### src/rtl/tick_seq_pkg.sv
// Shared constants and state encoding for the tick sequencer and its divider.
package tick_seq_pkg;

    localparam int unsigned DEF_DIV_W   = 32;
    localparam int unsigned DEF_VAL_W   = 4;

    localparam int unsigned DEF_PERIOD0 = 1;
    localparam int unsigned DEF_PERIOD1 = 50000000;
    localparam int unsigned DEF_PERIOD2 = 100000000;
    localparam int unsigned DEF_PERIOD3 = 200000000;

    typedef enum logic [1:0] {
        ST_IDLE   = 2'd0,
        ST_RUN    = 2'd1,
        ST_PAUSED = 2'd2,
        ST_DONE   = 2'd3
    } state_t;

endpackage

### src/rtl/tick_sequencer_div_core.sv
// Loadable down-counter with a registered zero flag; load wins over enable.
module div_core #(
    parameter int unsigned DIV_W = 32
) (
    input  logic             clock,
    input  logic             reset,
    input  logic             load,
    input  logic [DIV_W-1:0] load_val,
    input  logic             en,
    output logic             zero
);

    logic [DIV_W-1:0] count;

    // zero is kept in step with count so the sequencer sees it without a compare delay
    always_ff @(posedge clock) begin
        if (reset) begin
            count <= '0;
            zero  <= 1'b1;
        end else if (load) begin
            count <= load_val;
            zero  <= (load_val == '0);
        end else if (en && !zero) begin
            count <= count - DIV_W'(1);
            zero  <= (count == DIV_W'(1));
        end
    end

endmodule

### src/rtl/tick_sequencer.sv
// Run/pause/step controller for the rate divider and the display counter.
module tick_sequencer
    import tick_seq_pkg::*;
#(
    parameter int unsigned PERIOD0 = DEF_PERIOD0,
    parameter int unsigned PERIOD1 = DEF_PERIOD1,
    parameter int unsigned PERIOD2 = DEF_PERIOD2,
    parameter int unsigned PERIOD3 = DEF_PERIOD3,
    parameter int unsigned DIV_W   = DEF_DIV_W,
    parameter int unsigned VAL_W   = DEF_VAL_W
) (
    input  logic             clock,
    input  logic             reset,
    input  logic             start,
    input  logic             pause,
    input  logic             step,
    input  logic [1:0]       rate_sel,
    input  logic             up,
    input  logic             wrap_en,
    input  logic [VAL_W-1:0] limit,
    output logic [VAL_W-1:0] value,
    output logic             tick,
    output logic [1:0]       state,
    output logic             done
);

    state_t           state_q;
    logic             up_q;
    logic [VAL_W-1:0] limit_q;

    logic             div_zero;
    logic             div_load;
    logic             div_en;
    logic [DIV_W-1:0] div_load_val;

    logic [VAL_W-1:0] start_home_c;
    logic [VAL_W-1:0] start_term_c;
    logic [VAL_W-1:0] home_c;
    logic [VAL_W-1:0] term_c;
    logic [VAL_W-1:0] adv_val_c;
    logic             adv_done_c;
    logic             adv_stop_c;
    logic             run_tick_c;

    function automatic logic [DIV_W-1:0] period_of(input logic [1:0] sel);
        logic [DIV_W-1:0] p;
        case (sel)
            2'd0:    p = DIV_W'(PERIOD0);
            2'd1:    p = DIV_W'(PERIOD1);
            2'd2:    p = DIV_W'(PERIOD2);
            default: p = DIV_W'(PERIOD3);
        endcase
        return p;
    endfunction

    // Divider is reloaded at start and at every RUN tick from the live rate_sel
    always_comb begin
        run_tick_c   = (state_q == ST_RUN) && !pause && div_zero;
        div_load     = start || run_tick_c;
        div_en       = !start && (state_q == ST_RUN) && !pause && !div_zero;
        div_load_val = period_of(rate_sel) - DIV_W'(1);
    end

    div_core #(
        .DIV_W (DIV_W)
    ) u_div_core (
        .clock    (clock),
        .reset    (reset),
        .load     (div_load),
        .load_val (div_load_val),
        .en       (div_en),
        .zero     (div_zero)
    );

    // Next display value for a tick or step, plus terminal/stop decisions
    always_comb begin
        start_home_c = up ? '0 : limit;
        start_term_c = up ? limit : '0;
        home_c       = up_q ? '0 : limit_q;
        term_c       = up_q ? limit_q : '0;
        adv_val_c    = up_q ? (value + VAL_W'(1)) : (value - VAL_W'(1));
        adv_done_c   = 1'b0;
        adv_stop_c   = 1'b0;
        if ((value == term_c) && wrap_en) begin
            adv_val_c  = home_c;
            adv_done_c = (home_c == term_c);
        end else begin
            adv_done_c = (adv_val_c == term_c);
            adv_stop_c = adv_done_c && !wrap_en;
        end
    end

    always_ff @(posedge clock) begin
        if (reset) begin
            state_q <= ST_IDLE;
            value   <= '0;
            tick    <= 1'b0;
            done    <= 1'b0;
            up_q    <= 1'b0;
            limit_q <= '0;
        end else begin
            tick <= 1'b0;
            done <= 1'b0;
            if (start) begin
                up_q    <= up;
                limit_q <= limit;
                value   <= start_home_c;
                // Already terminal with no wrap: nothing to count, report done at once
                if ((start_home_c == start_term_c) && !wrap_en) begin
                    state_q <= ST_DONE;
                    done    <= 1'b1;
                end else begin
                    state_q <= ST_RUN;
                end
            end else begin
                case (state_q)
                    ST_RUN: begin
                        if (pause) begin
                            state_q <= ST_PAUSED;
                        end else if (div_zero) begin
                            value <= adv_val_c;
                            tick  <= 1'b1;
                            done  <= adv_done_c;
                            if (adv_stop_c) state_q <= ST_DONE;
                        end
                    end
                    ST_PAUSED: begin
                        if (pause) begin
                            state_q <= ST_RUN;
                        end else if (step) begin
                            value <= adv_val_c;
                            tick  <= 1'b1;
                            done  <= adv_done_c;
                            if (adv_stop_c) state_q <= ST_DONE;
                        end
                    end
                    default: begin
                    end
                endcase
            end
        end
    end

    assign state = state_q;

endmodule

### config.mk
export PLATFORM = sky130hd
export DESIGN_NAME = tick_sequencer
export DESIGN_NICKNAME = d
export VERILOG_FILES = /design/src/rtl/tick_seq_pkg.sv /design/src/rtl/tick_sequencer_div_core.sv /design/src/rtl/tick_sequencer.sv
export SDC_FILE = /design/constraint.sdc
export NUM_CORES = 1
export LEC_CHECK = 0
export ABC_AREA = 1
export BUFFER_PORTS_ARGS = -buffer_cell sky130_fd_sc_hd__buf_2
export CELL_PAD_IN_SITES_DETAIL_PLACEMENT = 0
export CELL_PAD_IN_SITES_GLOBAL_PLACEMENT = 2
export CORE_ASPECT_RATIO = 2
export CORE_MARGIN = 1
export CORE_UTILIZATION = 36
export DETAILED_ROUTE_END_ITERATION = 8
export PLACE_DENSITY = 0.93
export SETUP_SLACK_MARGIN = 0.4
export SYNTH_ARGS = -nofsm -noshare
export SYNTH_HDL_FRONTEND = slang
export SYNTH_SLANG_ARGS = --single-unit
### constraint.sdc
create_clock -name clock -period 3.62 [get_ports clock]
set_input_delay 0.181 -clock clock [delete_from_list [all_inputs] [get_ports clock]]
set_output_delay 0.181 -clock clock [all_outputs]
set_load 0.1 [all_outputs]
==> flow_summary.ini <==
[run_status]
run_status = completed

[finish]
layout_commonest_cell = sky130_fd_sc_hd__nand2_1
insertedDiodeCount = 0
num-nets-final = 517
drive_above_1_share_pct = 13.39
mostFrequentLayoutCells = sky130_fd_sc_hd__nand2_1, sky130_fd_sc_hd__nor2_1, sky130_fd_sc_hd__inv_1, sky130_fd_sc_hd__o21ai_0, sky130_fd_sc_hd__dfxtp_1
instances_no_fill = 593
n_fill_cell = 927
synthToLayoutAreaGrowth_pct = 9.690

[timing]
tns_ns = 0
grt_setup_unrepaired = false
report.final.setup_viol = 0
hold_violations = 0
timing.fmax_mhz = 454.2
clock_skew_ns = 0.006561
timing.final.crit_period_ns = 2.202
final-max-slew-violation-count = 0
fin_crit_sh_pct = 60.82
slew_headroom_pct = 39.27
worst_pin_slew_ns = 0.9099

[synth]
netlist-cell-type-count = 40
number_of_enable_flip_flop_cells_after_synthesis = 0
synthFlopType = sky130_fd_sc_hd__dfxtp_1
netlist_instances = 477
yosysWarnings = 0
async_flop_share_pct = 0
yosys_register_bits = 46
mappedNetlistNets = 502
yosysSeqAreaShare_pct = 29.23
syn-cell-area_um2 = 3151
syn_avg_cell_area_um2 = 6.605

[global_routing]
antenna_found_initial = 0
gr-total-overflow = 0
vias_in_the_first_global_route = 3134
grt_first_pass_wirelength_mm = 15.76
pin_count_of_the_biggest_net_entering_global_routing = 31
global_route.usage.total_pct = 24.08

[worst_setup_path]
critical_register_to_register_path_endpoint = done
timing_worst_setup_path_type = reg2reg
setup_slack_reg_to_reg_ns = 1.42
critPathLaunchType = register
slowest_stage = sky130_fd_sc_hd__dfxtp_1
cp_max_fo = 12
cp_cell_sequence = inv_1 > ha_1 > or2_2 > nand2_1 > nand2_1 > nand3b_1 > nand2_1 > nand2_1 > nand2_1 > a21oi_1 > nor2_1
max_stage_delay_on_crit_path_ns = 0.59
cp_data_required_time_ns = 3.79
end_kind = register
timing.critical_path.arrival_ns = 2.37
crit-reg2reg-launch = up_q
path_common_cell = sky130_fd_sc_hd__nand2_1
depth_of_the_most_critical_reg_to_reg_path = 11

[placed_design]
port_buffers = 20
hpwlAfterDp_mm = 8.297
finalWeightedCongestion = 0.9522
numPlacedInstances = 585

[clock_tree]
cts_post_setup_buffers_inserted = 0
post_cts_resized = 0
cts.sinks = 46
cts.htree.levels = 2
cts-root-to-sink-buffers = 2
tritoncts = done
root_buffer = sky130_fd_sc_hd__clkbuf_16
latest_clock_arrival_within_the_worst_skew_pair_ns = 0.29
clkSlewWorstSetupHoldPaths_ns = 0.06
cts-buffers-inserted = 5
cts-hold-fix-buffers = 0

[routing]
route.antenna.remaining_nets = 0
routedWlPerCell_um = 17.64
drt-initial-drc-count = 148
post_drt_via_cell_ratio = 5.406
total_wire_length_after_detailed_routing_mm = 10.46
vias = 3206
drc = 0
drt_first_pass_iters = 4

[floorplanning]
start_util_pct = 36.94
placementRows = 48
die_h_um = 134.3
top_level_ports = 21
fp.dieArea_um2 = 9153
core_footprint_um2 = 8528
dieWidth_um = 68.15

[pwr]
report.power.total_uw = 1695
power.static_leakage_uw = 0.001500
worst_ir_drop_vdd_v = 0.0001796
power_per_cell_area_nw_per_um2 = 490.5

[min_path]
min_delay_worst_endpoint = limit_q[2]
min-delay-path-class = in2reg
worstHoldStart = limit[2]
hold_depth = 3

[job]
max-cap-violations = 0
-- report_power, final --
| part | leakage [uW] | internal, uW | total, uW | switching, uW |
|---|---|---|---|---|
| combinational | 0.00104 | 164 | 570 | 406 |
| clock | 0.0000832 | 313 | 516 | 203 |
| sequential | 0.000379 | 550 | 609 | 59.0 |
-- worst max-delay path, delay by kind of cell (launching register included) --
kind | cells | cell delay [ns]
adder cells (fa/ha/maj) | 1 | 0.38
buffers and inverters | 1 | 0.20
AND/OR/NAND/NOR | 8 | 0.77
flip-flops | 1 | 0.59
AO/OA/AOI/OAI | 1 | 0.13
-- how the worst max path moves through the flow --
stage / startpoint / end / slack [ns] / depth (start not counted)
after global routing: up_q / done / 1.25 / 11
after CTS: up_q / done / 1.43 / 11
after floorplan: value[0] / state[1] / 1.13 / 9
after global placement: state[1] / u_div_core.count[25] / 1.46 / 9
after detailed placement: up_q / done / 1.44 / 11
final: up_q / done / 1.42 / 11
-- metal layers --
layer | share of wire (%) | routed length (um) | GRT usage (%) | vias up
met2 | 59 | 6130 | 46.46 | 82
li1 | - | - | - | 1605
met1 | 31 | 3270 | 19.77 | 1482
met3 | 2.5 | 266 | 2.636 | 37
met4 | 7.6 | 791 | 19.68 | 0
met5 | 0 | 0 | 0 | -
-- kinds of logic after synthesis --
group / Yosys count / synth area share, %
AOI/OAI and AO/OA: 108 / 18.47
DFF: 46 / 29.23
adders and majority gates: 12 / 5.004
and+or+nand+nor: 229 / 33.96
buffers and inverters: 68 / 9.451
xor gates and xnor gates: 14 / 3.892
-- final cells by class --
class / count / area (um2) / area share [%]
multi-input combinational: 363 / 1932 / 55.90
tap: 100 / 125.1 / 3.621
timing repair buffer: 20 / 100.1 / 2.896
sequential: 46 / 920.9 / 26.65
clock buffer: 8 / 166.4 / 4.815
inverter: 56 / 211.5 / 6.119
-- metrics by stage --
stage	setup slack [ns]	util [%]	cell area, um2	hold WS [ns]
finish	1.418	40.52	3456	0.1872
floorplan	1.128	-	3151	0.3229
detailed placement	1.437	38.57	3289	0.4769
CTS	1.431	40.52	3456	0.1881
global route	1.249	40.52	3456	0.2219
global placement	1.457	38.57	3289	0.4708
-- state kept, by name, summed over array words and instances (netlist names) --
register and flops:
done 1, u_div_core.zero 1, value 4, u_div_core.count 32, tick 1, up_q 1, limit_q 4, state 2
-- synth_stat cells, types with 2 or more instances --
| cell type | number | area (um2) |
|---|---|---|
| sky130_fd_sc_hd__nand2_4 | 2 | 22.52 |
| sky130_fd_sc_hd__nand2_1 | 88 | 330.3 |
| sky130_fd_sc_hd__nand3b_1 | 3 | 22.52 |
| sky130_fd_sc_hd__buf_6 | 4 | 45.04 |
| sky130_fd_sc_hd__nand3_1 | 36 | 180.2 |
| sky130_fd_sc_hd__and2_1 | 2 | 12.51 |
| sky130_fd_sc_hd__nand4_1 | 3 | 18.77 |
| sky130_fd_sc_hd__nor3_2 | 4 | 40.04 |
| sky130_fd_sc_hd__xnor2_1 | 6 | 52.55 |
| sky130_fd_sc_hd__nor2_4 | 4 | 45.04 |
| sky130_fd_sc_hd__inv_2 | 9 | 33.78 |
| sky130_fd_sc_hd__clkbuf_1 | 2 | 7.510 |
| sky130_fd_sc_hd__o21ai_1 | 3 | 15.01 |
| sky130_fd_sc_hd__nand2_2 | 3 | 18.77 |
| sky130_fd_sc_hd__nor3_1 | 5 | 25.02 |
| sky130_fd_sc_hd__a21oi_1 | 42 | 210.2 |
| sky130_fd_sc_hd__nor2_2 | 7 | 43.79 |
| sky130_fd_sc_hd__nor2_1 | 62 | 232.7 |
| sky130_fd_sc_hd__buf_2 | 3 | 15.01 |
| sky130_fd_sc_hd__a31oi_1 | 8 | 50.05 |
| sky130_fd_sc_hd__dfxtp_1 | 46 | 920.9 |
| sky130_fd_sc_hd__nand3_2 | 4 | 40.04 |
| sky130_fd_sc_hd__buf_4 | 2 | 15.01 |
| sky130_fd_sc_hd__o21ai_2 | 2 | 17.52 |
| sky130_fd_sc_hd__xor2_1 | 8 | 70.07 |
| sky130_fd_sc_hd__a211oi_1 | 2 | 15.01 |
| sky130_fd_sc_hd__ha_1 | 11 | 137.6 |
| sky130_fd_sc_hd__nor4_1 | 4 | 25.02 |
| sky130_fd_sc_hd__o21ai_0 | 46 | 230.2 |
| sky130_fd_sc_hd__inv_1 | 46 | 172.7 |
Note: power is estimated with default switching activity, not from simulation.
